===== src/rtl/i2c_bus_detector.sv =====
// I2C bus front end: synchronizes and deglitches raw SCL/SDA, produces
// registered SCL edge pulses, START/STOP pulses, a bus-busy flag and an
// SCL-low timeout that returns a stuck bus to idle.
module i2c_bus_detector #(
    parameter int FILTER_LEN     = 4,      // 1..15
    parameter int TIMEOUT_CYCLES = 65535   // 1..2^20-1
) (
    input  logic clk_i,
    input  logic rst_n_i,
    input  logic scl_raw_i,
    input  logic sda_raw_i,
    output logic scl_o,
    output logic sda_o,
    output logic edge_detect_o,
    output logic scl_fall_o,
    output logic start_detected_o,
    output logic stop_detected_o,
    output logic bus_busy_o,
    output logic timeout_o
);

    localparam logic [0:0]  ST_IDLE    = 1'b0;
    localparam logic [0:0]  ST_BUSY    = 1'b1;
    // Counter value at which one more mismatching clock commits the new level.
    localparam logic [3:0]  FILT_LAST  = 4'(FILTER_LEN - 1);
    localparam logic [19:0] TO_LAST    = 20'(TIMEOUT_CYCLES - 1);

    logic [1:0]  scl_sync_q, sda_sync_q;
    logic [3:0]  scl_cnt_q, scl_cnt_d, sda_cnt_q, sda_cnt_d;
    logic        scl_filt_q, scl_filt_d, sda_filt_q, sda_filt_d;
    logic        scl_d_q, sda_d_q;
    logic [0:0]  state_q, state_d;
    logic [19:0] tcnt_q, tcnt_d;
    logic        timeout_d;
    logic        rise_c, fall_c, start_c, stop_c;

    // Two-stage synchronizers; idle bus is high, so they reset to 1.
    // NOTE: every register in an always_ff uses <= so all flops sample the
    // pre-edge values; a blocking = here would collapse the synchronizer chain.
    always_ff @(posedge clk_i or negedge rst_n_i) begin
        if (!rst_n_i) begin
            scl_sync_q <= 2'b11;
            sda_sync_q <= 2'b11;
        end else begin
            scl_sync_q <= {scl_sync_q[0], scl_raw_i};
            sda_sync_q <= {sda_sync_q[0], sda_raw_i};
        end
    end

    // SCL filter: count consecutive clocks of disagreement, commit on the last one.
    // NOTE: defaults at the top of every always_comb keep all paths assigned,
    // so no latches are inferred.
    always_comb begin
        scl_cnt_d  = scl_cnt_q;
        scl_filt_d = scl_filt_q;
        if (scl_sync_q[1] == scl_filt_q) begin
            scl_cnt_d = '0;
        end else if (scl_cnt_q == FILT_LAST) begin
            scl_filt_d = scl_sync_q[1];
            scl_cnt_d  = '0;
        end else begin
            scl_cnt_d = scl_cnt_q + 4'd1;
        end
    end

    // SDA filter: identical behaviour to the SCL filter.
    always_comb begin
        sda_cnt_d  = sda_cnt_q;
        sda_filt_d = sda_filt_q;
        if (sda_sync_q[1] == sda_filt_q) begin
            sda_cnt_d = '0;
        end else if (sda_cnt_q == FILT_LAST) begin
            sda_filt_d = sda_sync_q[1];
            sda_cnt_d  = '0;
        end else begin
            sda_cnt_d = sda_cnt_q + 4'd1;
        end
    end

    // Filter state plus one-clock-delayed copies used for edge detection.
    always_ff @(posedge clk_i or negedge rst_n_i) begin
        if (!rst_n_i) begin
            scl_cnt_q  <= '0;
            sda_cnt_q  <= '0;
            scl_filt_q <= 1'b1;
            sda_filt_q <= 1'b1;
            scl_d_q    <= 1'b1;
            sda_d_q    <= 1'b1;
        end else begin
            scl_cnt_q  <= scl_cnt_d;
            sda_cnt_q  <= sda_cnt_d;
            scl_filt_q <= scl_filt_d;
            sda_filt_q <= sda_filt_d;
            scl_d_q    <= scl_filt_q;
            sda_d_q    <= sda_filt_q;
        end
    end

    // Bus conditions. START/STOP require SCL stable high across both samples,
    // so an SDA change landing with an SCL edge never qualifies.
    assign rise_c  =  scl_filt_q & ~scl_d_q;
    assign fall_c  = ~scl_filt_q &  scl_d_q;
    assign start_c = ~sda_filt_q &  sda_d_q & scl_filt_q & scl_d_q;
    assign stop_c  =  sda_filt_q & ~sda_d_q & scl_filt_q & scl_d_q;

    // Bus state and SCL-low timeout counter.
    always_comb begin
        state_d   = state_q;
        tcnt_d    = '0;
        timeout_d = 1'b0;
        case (state_q)
            ST_IDLE: begin
                if (start_c) state_d = ST_BUSY;
            end
            ST_BUSY: begin
                if (start_c) begin
                    state_d = ST_BUSY;
                end else if (stop_c) begin
                    state_d = ST_IDLE;
                end else if (!scl_filt_q) begin
                    if (tcnt_q == TO_LAST) begin
                        timeout_d = 1'b1;
                        state_d   = ST_IDLE;
                    end else begin
                        tcnt_d = tcnt_q + 20'd1;
                    end
                end
            end
            default: state_d = ST_IDLE;
        endcase
    end

    // Registered pulses, state and timeout counter.
    // NOTE: only control/status flops exist here, so a full reset is cheap;
    // there is no storage array that would need to be left unreset.
    always_ff @(posedge clk_i or negedge rst_n_i) begin
        if (!rst_n_i) begin
            state_q          <= ST_IDLE;
            tcnt_q           <= '0;
            edge_detect_o    <= 1'b0;
            scl_fall_o       <= 1'b0;
            start_detected_o <= 1'b0;
            stop_detected_o  <= 1'b0;
            timeout_o        <= 1'b0;
        end else begin
            state_q          <= state_d;
            tcnt_q           <= tcnt_d;
            edge_detect_o    <= rise_c;
            scl_fall_o       <= fall_c;
            start_detected_o <= start_c;
            stop_detected_o  <= stop_c;
            timeout_o        <= timeout_d;
        end
    end

    assign scl_o      = scl_filt_q;
    assign sda_o      = sda_filt_q;
    assign bus_busy_o = (state_q == ST_BUSY);

endmodule


===== config.mk =====
export PLATFORM = sky130hd
export DESIGN_NAME = i2c_bus_detector
export DESIGN_NICKNAME = d
export VERILOG_FILES = /design/src/rtl/i2c_bus_detector.sv
export SDC_FILE = /design/constraint.sdc
export NUM_CORES = 1
export LEC_CHECK = 0
export BUFFER_PORTS_ARGS = -buffer_cell sky130_fd_sc_hd__buf_2
export CAP_MARGIN = 15
export CORE_ASPECT_RATIO = 1.5
export CORE_MARGIN = 2
export CORE_UTILIZATION = 40
export CTS_CLUSTER_DIAMETER = 30
export CTS_CLUSTER_SIZE = 25
export DETAILED_ROUTE_END_ITERATION = 12
export GPL_TIMING_DRIVEN = 0
export MAX_ROUTING_LAYER = met4
export PLACE_DENSITY = 0.67
export SKIP_LAST_GASP = 1
export SLEW_MARGIN = 15
export SYNTH_ARGS = -nofsm -noshare
export SYNTH_HDL_FRONTEND = slang
export SYNTH_SLANG_ARGS = --single-unit

===== constraint.sdc =====
create_clock -name clk_i -period 3.65 [get_ports clk_i]
set_input_delay 0.73 -clock clk_i [delete_from_list [all_inputs] [get_ports clk_i]]
set_output_delay 0.73 -clock clk_i [all_outputs]
set_load 0.02 [all_outputs]

### Yosys cells after proc, flatten, opt, wreduce, memory -nomap -nowiden

Index checks and enable logic that the tools add are counted.

* output and inout bits: 8
* input bits: 4
* word-level logic and storage cells: 60
* bits in registers: 42

* muxes and demuxes: 20
* reductions and logical operators: 2
* bitwise logic cells: 15
* add/subtract/negate cells: 3
* eq/ne operators: 5

Operator list (number)
* 2-to-1 mux 20 bit: 5
* adder 20 x 1 -> 20 bit, second input constant: 1
* == test 20 x 16 -> 1 bit, second input constant: 1
* 2-to-1 mux 4 bit: 4
* 2-to-1 mux 1 bit: 10
* adder 4 x 1 -> 4 bit, second input constant: 2
* bitwise AND 1 bit: 8
* == test 4 x 2 -> 1 bit, second input constant: 2
* inverter 1 bit: 7
* AND reduction 2 bit: 2
* == test 1 bit: 2
* case mux 1 bit (2 select lines): 1

### Logic depth before layout (Yosys ltp)

* depth after elaboration: 7
* mapped depth: 6

### Worst setup path before layout

Ideal clock, no wire load.

* path type: reg-to-reg
* from: reg tcnt_q[0]
* to: reg tcnt_q[18]
* path slack: 2.177 ns
* required time: 3.573 ns
* library setup time: 0.077 ns
* cell stages (with the launch flop): 7
* data arrival time: 1.396 ns
* period minus slack after synthesis: 1.473 ns
* cell sequence: dfrtp_1 ha_1 and3_2 buf_2 nand3_1 or3_1 a21oi_1

* cells in the longest elaborated chain, start to end: 6
* elaborated cells between the ends (all ways): 7
* classes of those cells: add/sub (1); eq/ne (1); mux (5)

RTL lines
* from (decl): line 33 `logic [19:0] tcnt_q, tcnt_d;`
* from (signal assigned): line 147 `tcnt_q <= tcnt_d;`
* adder 20 x 1 -> 20 bit / == test 20 x 16 -> 1 bit (equally long branches): line 125, 121
* 2-to-1 mux 20 bit (*): line 121 `if (tcnt_q == TO_LAST) begin`
* 2-to-1 mux 20 bit (*): line 120 `end else if (!scl_filt_q) begin`
* 2-to-1 mux 20 bit (*): line 118 `end else if (stop_c) begin`
* 2-to-1 mux 20 bit (*): line 116 `if (start_c) begin`
* 2-to-1 mux 20 bit (*): line 111 `case (state_q)`
* via tcnt_d[18]: line 33

The timed path passes the listed nets; every way through them passes the cells marked *.
A chain may end at the register's enable or synchronous reset.

### Final worst setup path

* from: reg scl_filt_q, in the netlist scl_o
* to: out scl_o

RTL lines
* from (decl): line 30 `logic scl_filt_q, scl_filt_d, sda_filt_q, sda_filt_d;`
* from (signal assigned): line 92 `scl_filt_q <= scl_filt_d;`
* to (decl): line 12 `output logic scl_o,`

No word-level cell between the ends.

==> results.json <==
{
  "status": "completed",
  "gp_congestion": 0.772,
  "vdd.ir_drop.worst_v": 0.000286,
  "core_um2": 4470,
  "die_area_um2": 5160,
  "grt_start_max_net_pins": 43,
  "fin_setup_tns_ns": 0,
  "io_buffers": 11,
  "combPwrFrac": 0.204,
  "leakage_nw": 0.885,
  "rows": 30,
  "clock-sinks": 42,
  "crit_path_top_delay_cell": "dfstp_2",
  "min_path_type": "flop to flop",
  "crit_fanout": 9,
  "synth.yosys.warnings": 0,
  "ys_types": 32,
  "ys_seq_elements": 42,
  "diodes": 0,
  "area_growth_pct": 14.0,
  "syn_area_um2": 1840,
  "syn_inst": 159,
  "top_layer": "met4",
  "max-clock-path-buffers": 2,
  "worst_skew_pair.late_latency_ns": 0.29,
  "routed_wl_um": 3210,
  "end_kind": "output port",
  "fin_nets": 185,
  "fin_cells": 226,
  "syn-num-nets": 167,
  "track_usage": 0.145,
  "arrival_ns": 1.10,
  "p_switching_uw": 369,
  "final_max_slew_viol_count": 0,
  "fin_crit_ns": 1.83,
  "syn_area_per_cell_um2": 11.6,
  "path_class": "flop to output port",
  "p_seq_frac": 0.462,
  "met1_length_um": 1270,
  "ios": 12,
  "pwr-share-clk": 0.334,
  "internal-power_uw": 964,
  "finalHoldViolCount": 0,
  "setup_viol": 0,
  "crit_required_ns": 2.92,
  "critPathTopFamily": "flip-flops",
  "power_mw": 1.33,
  "cp_slowest_stage_delay_ns": 0.62,
  "rsz0062_at_grt": "false",
  "maxCapViolations": 0,
  "dp_cells": 218,
  "htree_levels": 2,
  "slew_headroom": 0.401,
  "initial_core_util": 0.411,
  "first_iter_violations": 20,
  "drtPass1Iterations": 4,
  "cts_buffers": 5,
  "antenna_found_initial": 0,
  "whs_ns": 0.356,
  "postCtsHoldBufs": 0,
  "post_cts_buffers": 0,
  "fin_skew_ns": 0.00616,
  "cp_num_buf_inv": 1,
  "grt_overflow_total": 0,
  "die_w_um": 59.3,
  "seq_area_frac_synth": 0.577,
  "place_area_um2": 1950,
  "drt-wirelength-per-cell_um": 14.2,
  "final_layout_size_suffix_gt1_frac": 0.230,
  "min_period_over_period": 0.502,
  "wl_met3_um": 91,
  "p_sw_frac": 0.277,
  "tritoncts": "done",
  "grt_pass1_vias": 1285,
  "vias": 1246,
  "root_buffer": "clkbuf_8",
  "cp_cell_sequence": "buf_2",
  "crit_path_start_kind": "flop",
  "fmax_mhz": 545,
  "dp_hpwl_um": 2290,
  "synth_top_area_cell": "dfrtp_1",
  "drc_errors": 0,
  "worst_pin_slew_ns": 0.898,
  "cts_resized": 0,
  "synth_area_leaders": "dfrtp_1 (46%), dfstp_2 (11%), xor2_1 (4.8%), nor2_1 (3.9%), xnor2_1 (3.3%)",
  "grt_pass1_wl_um": 5540,
  "fin_area_um2": 2100,
  "ant_nets": 0,
  "synth_top_area_frac": 0.463,
  "clk_pin_slew_ns": 0.08,
  "die_y_um": 87.0,
  "powerDensity_nw_per_um2": 636,
  "met2WireLength_um": 1810,
  "via_per_inst": 5.51
}
[synthesized netlist by cell type (all sizes together)]
library cell and count:
xor2 10, a31o 1, mux2 2, buf 3, nand2 6, xnor2 7, dfstp 8, and4 3
nand3 11, dfrtp 34, ha 4, or3 5, and3 3, o22a 1, inv 1, a21oi 7
nand4 9, nor4 3, nor2b 5, nand2b 3, nor3b 4, nor2 19, o21ai 5, nand3b 2
nor3 3
[path summary, 6_finish.rpt]
check	startpoint	to	slack, ns	cells past startpoint
max	scl_o	scl_o	1.82	1
min	sda_sync_q[0]	sda_sync_q[1]	0.36	0
max reg2reg	tcnt_q[0]	tcnt_q[18]	2.00	6
min reg2reg	sda_sync_q[0]	sda_sync_q[1]	0.36	0
max in group asynchronous	rst_n_i	tcnt_q[10]	2.53	1
min in group asynchronous	rst_n_i	scl_cnt_q[2]	0.56	1
[per-layer routing]
layer	track usage	up-vias
met1	0.149	631
met5	-	-
li1	-	590
met3	0.0357	5
met4	0.0579	0
met2	0.256	20
[state kept, by name (all words and copies together) (netlist names)]
signal            flops
scl_d_q               1
bus_busy_o            1
start_detected_o      1
scl_sync_q            2
scl_cnt_q             4
sda_cnt_q             4
scl_fall_o            1
sda_sync_q            2
tcnt_q               20
edge_detect_o         1
scl_o                 1
sda_d_q               1
sda_o                 1
timeout_o             1
stop_detected_o       1
[power by group through the flow]
| stage | logic [mW] | clock network (mW) | registers [mW] |
|---|---|---|---|
| after global routing | 0.303 | 0.476 | 0.627 |
| after CTS | 0.277 | 0.456 | 0.617 |
| after detailed placement | 0.275 | 0 | 0.627 |
| after floorplan | 0.155 | 0 | 0.655 |
| after global placement | 0.265 | 0 | 0.621 |
| final | 0.272 | 0.445 | 0.615 |
[cell families after synthesis]
group | count (synthesis) | synth area share
DFF | 42 | 0.577
muxes | 2 | 0.0123
AOI/OAI and AO/OA | 14 | 0.0442
xor gates and xnor gates | 17 | 0.0810
adders and majority gates | 4 | 0.0272
buffers and inverters | 4 | 0.0170
and+or+nand+nor | 76 | 0.241
[cell type report]
cell class                 count  area (µm²)
buffer                         3        27.5
clock buffer                   6        82.6
clock inverter                 2        60.1
fill                         414        2370
inverter                       1        3.75
multi-input combinational    113         746
sequential                    42        1060
tap                           48        60.1
timing repair buffer          11        55.1
[placed cells by master, fill, tap and decap left out, types with 2 or more instances in the layout]
cell       Yosys  routed
buf_2          1      12
and4_4         2       2
nor4_1         2       2
bufinv_16      0       2
nor2b_1        5       5
xnor2_1        7       7
nand2_1        6       6
nand4_1        8       8
dfrtp_1       34      34
a21oi_1        6       6
nand3b_1       2       2
or3_1          5       5
nand2b_1       3       3
buf_6          2       2
and3_2         2       2
nor2_1        19      19
nor3_1         3       3
dfstp_2        8       8
nand3_1       10      10
o21ai_0        5       5
nor3b_1        4       4
mux2_2         2       2
clkbuf_8       0       6
ha_1           4       4
xor2_1        10      10
[through the flow]
stage                     utilization  worst slack (ns)
after floorplan                     -              2.18
after global placement          0.437              2.07
after detailed placement        0.437              2.01
after CTS                       0.469              1.80
after global routing            0.469              1.78
final                           0.469              1.82
(Power assumes the default switching activity.)
